===== config.mk =====
export PLATFORM = sky130hd
export DESIGN_NAME = dcache_direct_mapped
export DESIGN_NICKNAME = d
export VERILOG_FILES = /design/src/rtl/dcache_direct_mapped_pkg.sv /design/src/rtl/dcache_line_store.sv /design/src/rtl/dcache_direct_mapped.sv
export SDC_FILE = /design/constraint.sdc
export NUM_CORES = 1
export LEC_CHECK = 0
export BUFFER_PORTS_ARGS = -buffer_cell sky130_fd_sc_hd__buf_4
export CAP_MARGIN = 10
export CORE_MARGIN = 4
export CORE_UTILIZATION = 40
export DETAILED_ROUTE_END_ITERATION = 7
export SYNTH_ARGS = -nofsm -noshare
export SYNTH_HDL_FRONTEND = slang
export SYNTH_HIERARCHICAL = 1
export SYNTH_SLANG_ARGS = --single-unit

===== constraint.sdc =====
create_clock -name CLK -period 9.4 [get_ports CLK]
set_input_delay 0.94 -clock CLK [delete_from_list [all_inputs] [get_ports CLK]]
set_output_delay 0.94 -clock CLK [all_outputs]
set_load 0.01 [all_outputs]

===== src/rtl/dcache_direct_mapped_pkg.sv =====
// rtl/dcache_direct_mapped_pkg.sv - shared constants and FSM encoding for the direct-mapped data cache
package dcache_direct_mapped_pkg;

   localparam int TAG_W  = 3;
   localparam int IDX_W  = 3;
   localparam int OFF_W  = 2;
   localparam int LINES  = 1 << IDX_W;
   localparam int BLK_W  = 32;
   localparam int MADR_W = TAG_W + IDX_W;

   typedef enum logic [1:0] {
      ST_IDLE       = 2'd0,
      ST_WRITE_BACK = 2'd1,
      ST_MEM_READ   = 2'd2
   } state_t;

   function automatic logic [7:0] blk_byte(input logic [BLK_W-1:0] blk, input logic [OFF_W-1:0] off);
      return blk[{off, 3'b000} +: 8];
   endfunction

endpackage


===== src/rtl/dcache_line_store.sv =====
// rtl/dcache_line_store.sv - data/tag/valid/dirty arrays with byte-write and block-fill ports
module dcache_line_store
   import dcache_direct_mapped_pkg::*;
(
   input  logic              i_clk,
   input  logic              i_rst,
   input  logic [IDX_W-1:0]  i_idx,
   output logic [BLK_W-1:0]  o_data,
   output logic [TAG_W-1:0]  o_tag,
   output logic              o_valid,
   output logic              o_dirty,
   input  logic              i_wr_en,
   input  logic [OFF_W-1:0]  i_wr_off,
   input  logic [7:0]        i_wr_byte,
   input  logic              i_fill_en,
   input  logic [TAG_W-1:0]  i_fill_tag,
   input  logic [BLK_W-1:0]  i_fill_data
);

   logic [BLK_W-1:0] r_data [0:LINES-1];
   logic [TAG_W-1:0] r_tag  [0:LINES-1];
   logic [LINES-1:0] r_valid;
   logic [LINES-1:0] r_dirty;

   assign o_data  = r_data[i_idx];
   assign o_tag   = r_tag[i_idx];
   assign o_valid = r_valid[i_idx];
   assign o_dirty = r_dirty[i_idx];

   // Data and tags carry no reset; only the valid/dirty state is cleared.
   always_ff @(posedge i_clk) begin
      if (i_fill_en) begin
         r_data[i_idx] <= i_fill_data;
         r_tag[i_idx]  <= i_fill_tag;
      end else if (i_wr_en) begin
         r_data[i_idx][{i_wr_off, 3'b000} +: 8] <= i_wr_byte;
      end
   end

   always_ff @(posedge i_clk or posedge i_rst) begin
      if (i_rst) begin
         r_valid <= '0;
         r_dirty <= '0;
      end else if (i_fill_en) begin
         r_valid[i_idx] <= 1'b1;
         r_dirty[i_idx] <= 1'b0;
      end else if (i_wr_en) begin
         r_dirty[i_idx] <= 1'b1;
      end
   end

endmodule


===== src/rtl/dcache_direct_mapped.sv =====
// rtl/dcache_direct_mapped.sv - direct-mapped write-back write-allocate data cache, FSM and memory interface
module dcache_direct_mapped
   import dcache_direct_mapped_pkg::*;
(
   input  logic               CLK,
   input  logic               RESET,
   input  logic               READ,
   input  logic               WRITE,
   input  logic [7:0]         ADDRESS,
   input  logic [7:0]         WRITEDATA,
   output logic [7:0]         READDATA,
   output logic               BUSYWAIT,
   output logic               MEM_READ,
   output logic               MEM_WRITE,
   output logic [MADR_W-1:0]  MEM_ADDRESS,
   output logic [BLK_W-1:0]   MEM_WRITEDATA,
   input  logic [BLK_W-1:0]   MEM_READDATA,
   input  logic               MEM_BUSYWAIT
);

   state_t r_state;
   state_t w_next;

   logic [MADR_W-1:0] r_mem_address;
   logic [BLK_W-1:0]  r_mem_writedata;
   logic [7:0]        r_readdata;

   logic [TAG_W-1:0]  w_tag;
   logic [IDX_W-1:0]  w_idx;
   logic [OFF_W-1:0]  w_off;
   logic [BLK_W-1:0]  w_line;
   logic [TAG_W-1:0]  w_line_tag;
   logic              w_line_valid;
   logic              w_line_dirty;
   logic              w_hit;
   logic              w_idle;
   logic              w_rd_hit;
   logic              w_wr_hit;
   logic              w_fill_en;
   logic [7:0]        w_hit_byte;

   assign w_tag = ADDRESS[7:5];
   assign w_idx = ADDRESS[4:2];
   assign w_off = ADDRESS[1:0];

   dcache_line_store u_store (
      .i_clk       (CLK),
      .i_rst       (RESET),
      .i_idx       (w_idx),
      .o_data      (w_line),
      .o_tag       (w_line_tag),
      .o_valid     (w_line_valid),
      .o_dirty     (w_line_dirty),
      .i_wr_en     (w_wr_hit),
      .i_wr_off    (w_off),
      .i_wr_byte   (WRITEDATA),
      .i_fill_en   (w_fill_en),
      .i_fill_tag  (w_tag),
      .i_fill_data (MEM_READDATA)
   );

   assign w_hit      = w_line_valid && (w_line_tag == w_tag);
   assign w_idle     = (r_state == ST_IDLE);
   // WRITE wins when both request lines are high.
   assign w_wr_hit   = WRITE && w_idle && w_hit;
   assign w_rd_hit   = READ && !WRITE && w_idle && w_hit;
   assign w_hit_byte = blk_byte(w_line, w_off);

   assign BUSYWAIT = (READ || WRITE) && !(w_idle && w_hit);
   assign READDATA = w_rd_hit ? w_hit_byte : r_readdata;

   always_ff @(posedge CLK or posedge RESET) begin
      if (RESET) r_state <= ST_IDLE;
      else       r_state <= w_next;
   end

   always_comb begin
      w_next        = r_state;
      w_fill_en     = 1'b0;
      MEM_READ      = 1'b0;
      MEM_WRITE     = 1'b0;
      MEM_ADDRESS   = r_mem_address;
      MEM_WRITEDATA = r_mem_writedata;
      case (r_state)
         ST_IDLE: begin
            if ((READ || WRITE) && !w_hit) begin
               if (w_line_valid && w_line_dirty) w_next = ST_WRITE_BACK;
               else                              w_next = ST_MEM_READ;
            end
         end
         ST_WRITE_BACK: begin
            MEM_WRITE     = 1'b1;
            MEM_ADDRESS   = {w_line_tag, w_idx};
            MEM_WRITEDATA = w_line;
            if (!MEM_BUSYWAIT) w_next = ST_MEM_READ;
         end
         ST_MEM_READ: begin
            MEM_READ    = 1'b1;
            MEM_ADDRESS = ADDRESS[7:2];
            // The refill is installed even if the CPU dropped its request.
            if (!MEM_BUSYWAIT) begin
               w_fill_en = 1'b1;
               w_next    = ST_IDLE;
            end
         end
         default: w_next = ST_IDLE;
      endcase
   end

   always_ff @(posedge CLK or posedge RESET) begin
      if (RESET) begin
         r_mem_address   <= '0;
         r_mem_writedata <= '0;
         r_readdata      <= '0;
      end else begin
         r_mem_address   <= MEM_ADDRESS;
         r_mem_writedata <= MEM_WRITEDATA;
         if (w_rd_hit) r_readdata <= w_hit_byte;
      end
   end

endmodule


==> results <==
- The timing startpoint of the critical path is ADDRESS[4].
- The setup check on the worst reg-to-reg path leaves a slack of 5.54 ns.
- The number of flops mapped to enable cells by yosys is 280.
- The worst register-to-register path begins at u_store/r_tag[5][0]$_DFFE_PP_.
- The post-synthesis cell area is 14100 sq um.
- For this run, the total global-route usage over all layers was measured as 18.5%.
- The analysis attributes to cell leakage a power of 6.01 nW.
- VDD sags by at most 149 uV.
- The slew of the pin with the lowest slew margin is 1.06 ns.
- The library cells used most frequently in the layout, excluding fill and tap cells, are 280 x sky130_fd_sc_hd__edfxtp_1, 129 x sky130_fd_sc_hd__nand2_1, 106 x sky130_fd_sc_hd__buf_4, 82 x sky130_fd_sc_hd__mux4_2, 64 x sky130_fd_sc_hd__dfrtp_1.
- In this run the deepest clock path goes through 3 buffers.
- STA classifies the critical path endpoint as an output pin.
- Global routing finished with a remaining overflow of 0.
- Entering global routing, the biggest net connects 50 pins.
- Counting flops and latches in the post-synthesis netlist gives 344.
- Across the whole layout, storage elements account for 10000 sq um.
- The multi-input combinational cells in the finished layout cover a total of 3840 sq um.
- CTS built an H-tree with a depth of 2.
- The number of max-cap violations is 0.
- The largest driver fanout on the critical path is 47.
- The post-route standard cell area excluding fillers is 16500 sq um.
- The clock tree skew after final layout is 0.0160 ns.
- The sum of routed wire length over all layers is 35600 um.
- The total half-perimeter wirelength after legalization and detailed placement is 23800 um.
- Dividing the detail-routed via count by the number of cells gives 5.53.
- The worst hold path belongs to the class in -> async.
- In the post-synthesis netlist, the biggest area contributors are sky130_fd_sc_hd__edfxtp_1 60%, sky130_fd_sc_hd__mux4_2 13%, sky130_fd_sc_hd__dfrtp_1 11%.
- The number of cells on the worst reg-to-reg path is 8.
- The count of final hold-check violations is 0.
- The critical path startpoint category is a primary input.
- Relative to the synthesized area, the layout overhead comes to 16.8%.
- In the post-route analysis, the smallest setup slack over all paths is 4.00 ns.
- The run finished with clean final reports.
- During placement, the flow inserted port buffers numbering 101.
- The slowest stage of the critical path is the sky130_fd_sc_hd__buf_4 cell.
- The number of slew-limit violations in the final report is 0.
- After the first detailed-routing iteration, the DRC count stood at 665.
- For the final routed database, the setup TNS stands at 0 ns.
- The via count of the first global-routing pass is 7989.
- Of all cell types, the one taking the most synthesized area is sky130_fd_sc_hd__edfxtp_1.
- In the finished design, the share of the clock period the worst path needs comes to 57.5%.
- The worst register-to-register path ends at u_store/r_data[1][10]$_DFFE_PP_.
- Based on the critical path, the design can be clocked at up to 0.185 GHz.
- Detailed routing inserted a total of 7691 vias.
- The worst-skew pair later-pin latency is 0.52 ns.
- The sum of internal, switching and leakage power is 3.89 mW.
- In this run the post-CTS setup repair buffer count came out at 0.
- The final weighted congestion of routability-driven global placement is 0.782.
- For this configuration, the core starts out at a cell density of 40.7%.
- The wire length of the first global-routing pass is 52900 um.
- The clock transition at the register clock pins on the worst setup and hold paths after CTS is 0.06 ns.
- The die outline height is 196 um.
- The critical path goes through buf_4 -> buf_4 -> mux4_2 -> nand2_1 -> nand2_1 -> xor2_1 -> nor4_4 -> and3b_1 -> mux2_1 -> buf_4.
- The CTS buffer count is 38.
- The fraction of registers with async set/reset is 18.6%.
- The final antenna-violating net count is 0.
- The area fraction of the dominant cell type after synthesis is 59.5%.
- The instance area at placement is 15300 sq um.
- Counting every instance in the synthesized netlist gives 798.
- For this run, design rule violations remaining after detail routing come to 0.
- Buffers inserted to repair hold after CTS numbered 0.
- The number of instances resized during post-cts repair is 0.
- The width of the die is 196 um.
- For the worst setup path, the data arrival time is 4.46 ns.
- The library cell appearing most often on the critical path is sky130_fd_sc_hd__buf_4.
- Synthesis produced a netlist with a net count of 859.
- Cells with a size suffix above 1 make up 30.6% of the layout.
- The required time of the critical path is 8.46 ns.
- The library cell used most frequently in the layout, excluding fill and tap cells, is sky130_fd_sc_hd__edfxtp_1.
- The number of warnings issued by yosys is 6.
- The share of the yosys chip area belonging to registers is 70.8%.
- The initial antenna violation count is 0.
- After floorplanning, the core was divided into 68 placement rows.
- For this run, the post-layout net count is 967.
- The critical path start-end classification is in -> out.
- For this run, the leading register cell type out of synthesis is sky130_fd_sc_hd__edfxtp_1.
- The count of inserted antenna diode cells is 0.
- The number of unique standard cell types used by synthesis is 40.
- The tree is rooted in a sky130_fd_sc_hd__clkbuf_16.
- The synthesized area per cell is 17.7 sq um.
- The worst-case setup slack after placement is 3.82 ns.
- Pin placement for this block handled 102 I/O pins.
- Fill cells in the final layout number 2975.
- The number of failing setup endpoints in the final timing report is 0.
- The number of detailed-routing iterations run before antenna repair is 5.
- The power density over the cells is 236 nW/um^2.
- The core outline area is 34700 sq um.
- Clock tree synthesis found a total of 344 sinks.
- The average wire per cell in the routed design is 25.6 um.
- Setup repair after global routing left no endpoint under its margin.
- The die outline area is 38400 sq um.
- The worst path in the final design needs a cycle of 5.40 ns, including I/O delays and setup.
- TritonCTS built the clock tree.
- In this run the tightest slew margin relative to its limit is 29.7%.
- For this run, the slowest stage of the critical path takes 0.67 ns.
-- where the power goes --
| part | switching (mW) | internal (mW) |
|---|---|---|
| registers | 0.0344 | 1.79 |
| clock network | 0.583 | 0.886 |
| logic | 0.342 | 0.263 |
-- kinds of logic (layout without fill, tap and decap cells) --
| family | count (synthesis) | in the layout | synth area share (%) |
|---|---|---|---|
| xor gates and xnor gates | 3 | 3 | 0.186 |
| DFF | 344 | 344 | 70.8 |
| AOI/OAI and AO/OA | 55 | 55 | 3.00 |
| and+or+nand+nor | 216 | 216 | 6.88 |
| muxes | 124 | 124 | 16.4 |
| buffers and inverters | 48 | 186 | 1.98 |
| adders and majority gates | 8 | 8 | 0.708 |
-- synth_stat cells, types with 2 or more instances --
cell                       instances
sky130_fd_sc_hd__mux2i_1           2
sky130_fd_sc_hd__or2_1             2
sky130_fd_sc_hd__buf_2            10
sky130_fd_sc_hd__buf_4             5
sky130_fd_sc_hd__dfrtp_1          64
sky130_fd_sc_hd__mux2_1           11
sky130_fd_sc_hd__nor4_4            4
sky130_fd_sc_hd__a21oi_1           8
sky130_fd_sc_hd__buf_1             8
sky130_fd_sc_hd__nand3_1           3
sky130_fd_sc_hd__nor2_1           53
sky130_fd_sc_hd__nor3_1            2
sky130_fd_sc_hd__edfxtp_1        280
sky130_fd_sc_hd__a22o_1           32
sky130_fd_sc_hd__a31oi_1           6
sky130_fd_sc_hd__clkbuf_1          9
sky130_fd_sc_hd__a41oi_1           2
sky130_fd_sc_hd__o22ai_1           3
sky130_fd_sc_hd__a22oi_1           3
sky130_fd_sc_hd__nand2b_1          5
sky130_fd_sc_hd__inv_1             9
sky130_fd_sc_hd__mux4_2           82
sky130_fd_sc_hd__nor2b_1           6
sky130_fd_sc_hd__mux2_2           29
sky130_fd_sc_hd__xor2_1            3
sky130_fd_sc_hd__ha_1              8
sky130_fd_sc_hd__nand2_1         129
sky130_fd_sc_hd__buf_12            3
sky130_fd_sc_hd__or2_2             6
-- state kept, by name (all words and copies together), names as in the netlist, named ones only --
register,count
r_mem_address,6
r_readdata,8
u_store/r_valid,8
u_store/r_data,256
r_state,2
u_store/r_tag,24
r_mem_writedata,32
-- metal layers --
| layer | global-route usage, % | up-vias | share of wire (%) |
|---|---|---|---|
| met5 | 1.53 | - | 0.24 |
| met4 | 4.24 | 2 | 2.0 |
| met3 | 3.59 | 55 | 7.0 |
| met2 | 29.4 | 302 | 47 |
| met1 | 26.6 | 4014 | 43 |
| li1 | - | 3318 | - |
-- critical path: cells and delay by family --
family        cells  cell delay (ns)
xor+xnor          1             0.18
buf+inv           3             1.35
mux               2             0.86
simple gates      4             1.10
-- stage by stage --
step	hold WS (ns)	util [%]	std cells
global route	0.357	47.5	1391
global placement	0.446	43.9	1321
finish	0.353	47.5	1391
floorplan	0.428	-	798
detailed placement	0.449	43.9	1321
CTS	0.341	47.5	1391
-- area by class of cell --
type / count / share of cell area (%)
clock buffers: 50 / 6.48
clock inverters: 20 / 1.09
inverters: 10 / 0.227
multi-input cells: 406 / 23.3
flip-flops and latches: 344 / 60.6
well taps: 455 / 3.45
repair buffers: 106 / 4.82
-- how the worst max path moves through the flow --
stage,endpoint,slack (ns)
after global routing,READDATA[0],3.81
after global placement,u_store/r_data[2][10]$_DFFE_PP_,3.90
after detailed placement,u_store/r_data[2][10]$_DFFE_PP_,3.82
after floorplan,READDATA[0],5.41
after CTS,READDATA[2],3.91
final,READDATA[2],4.00
Power figures use the tool's default switching activity.
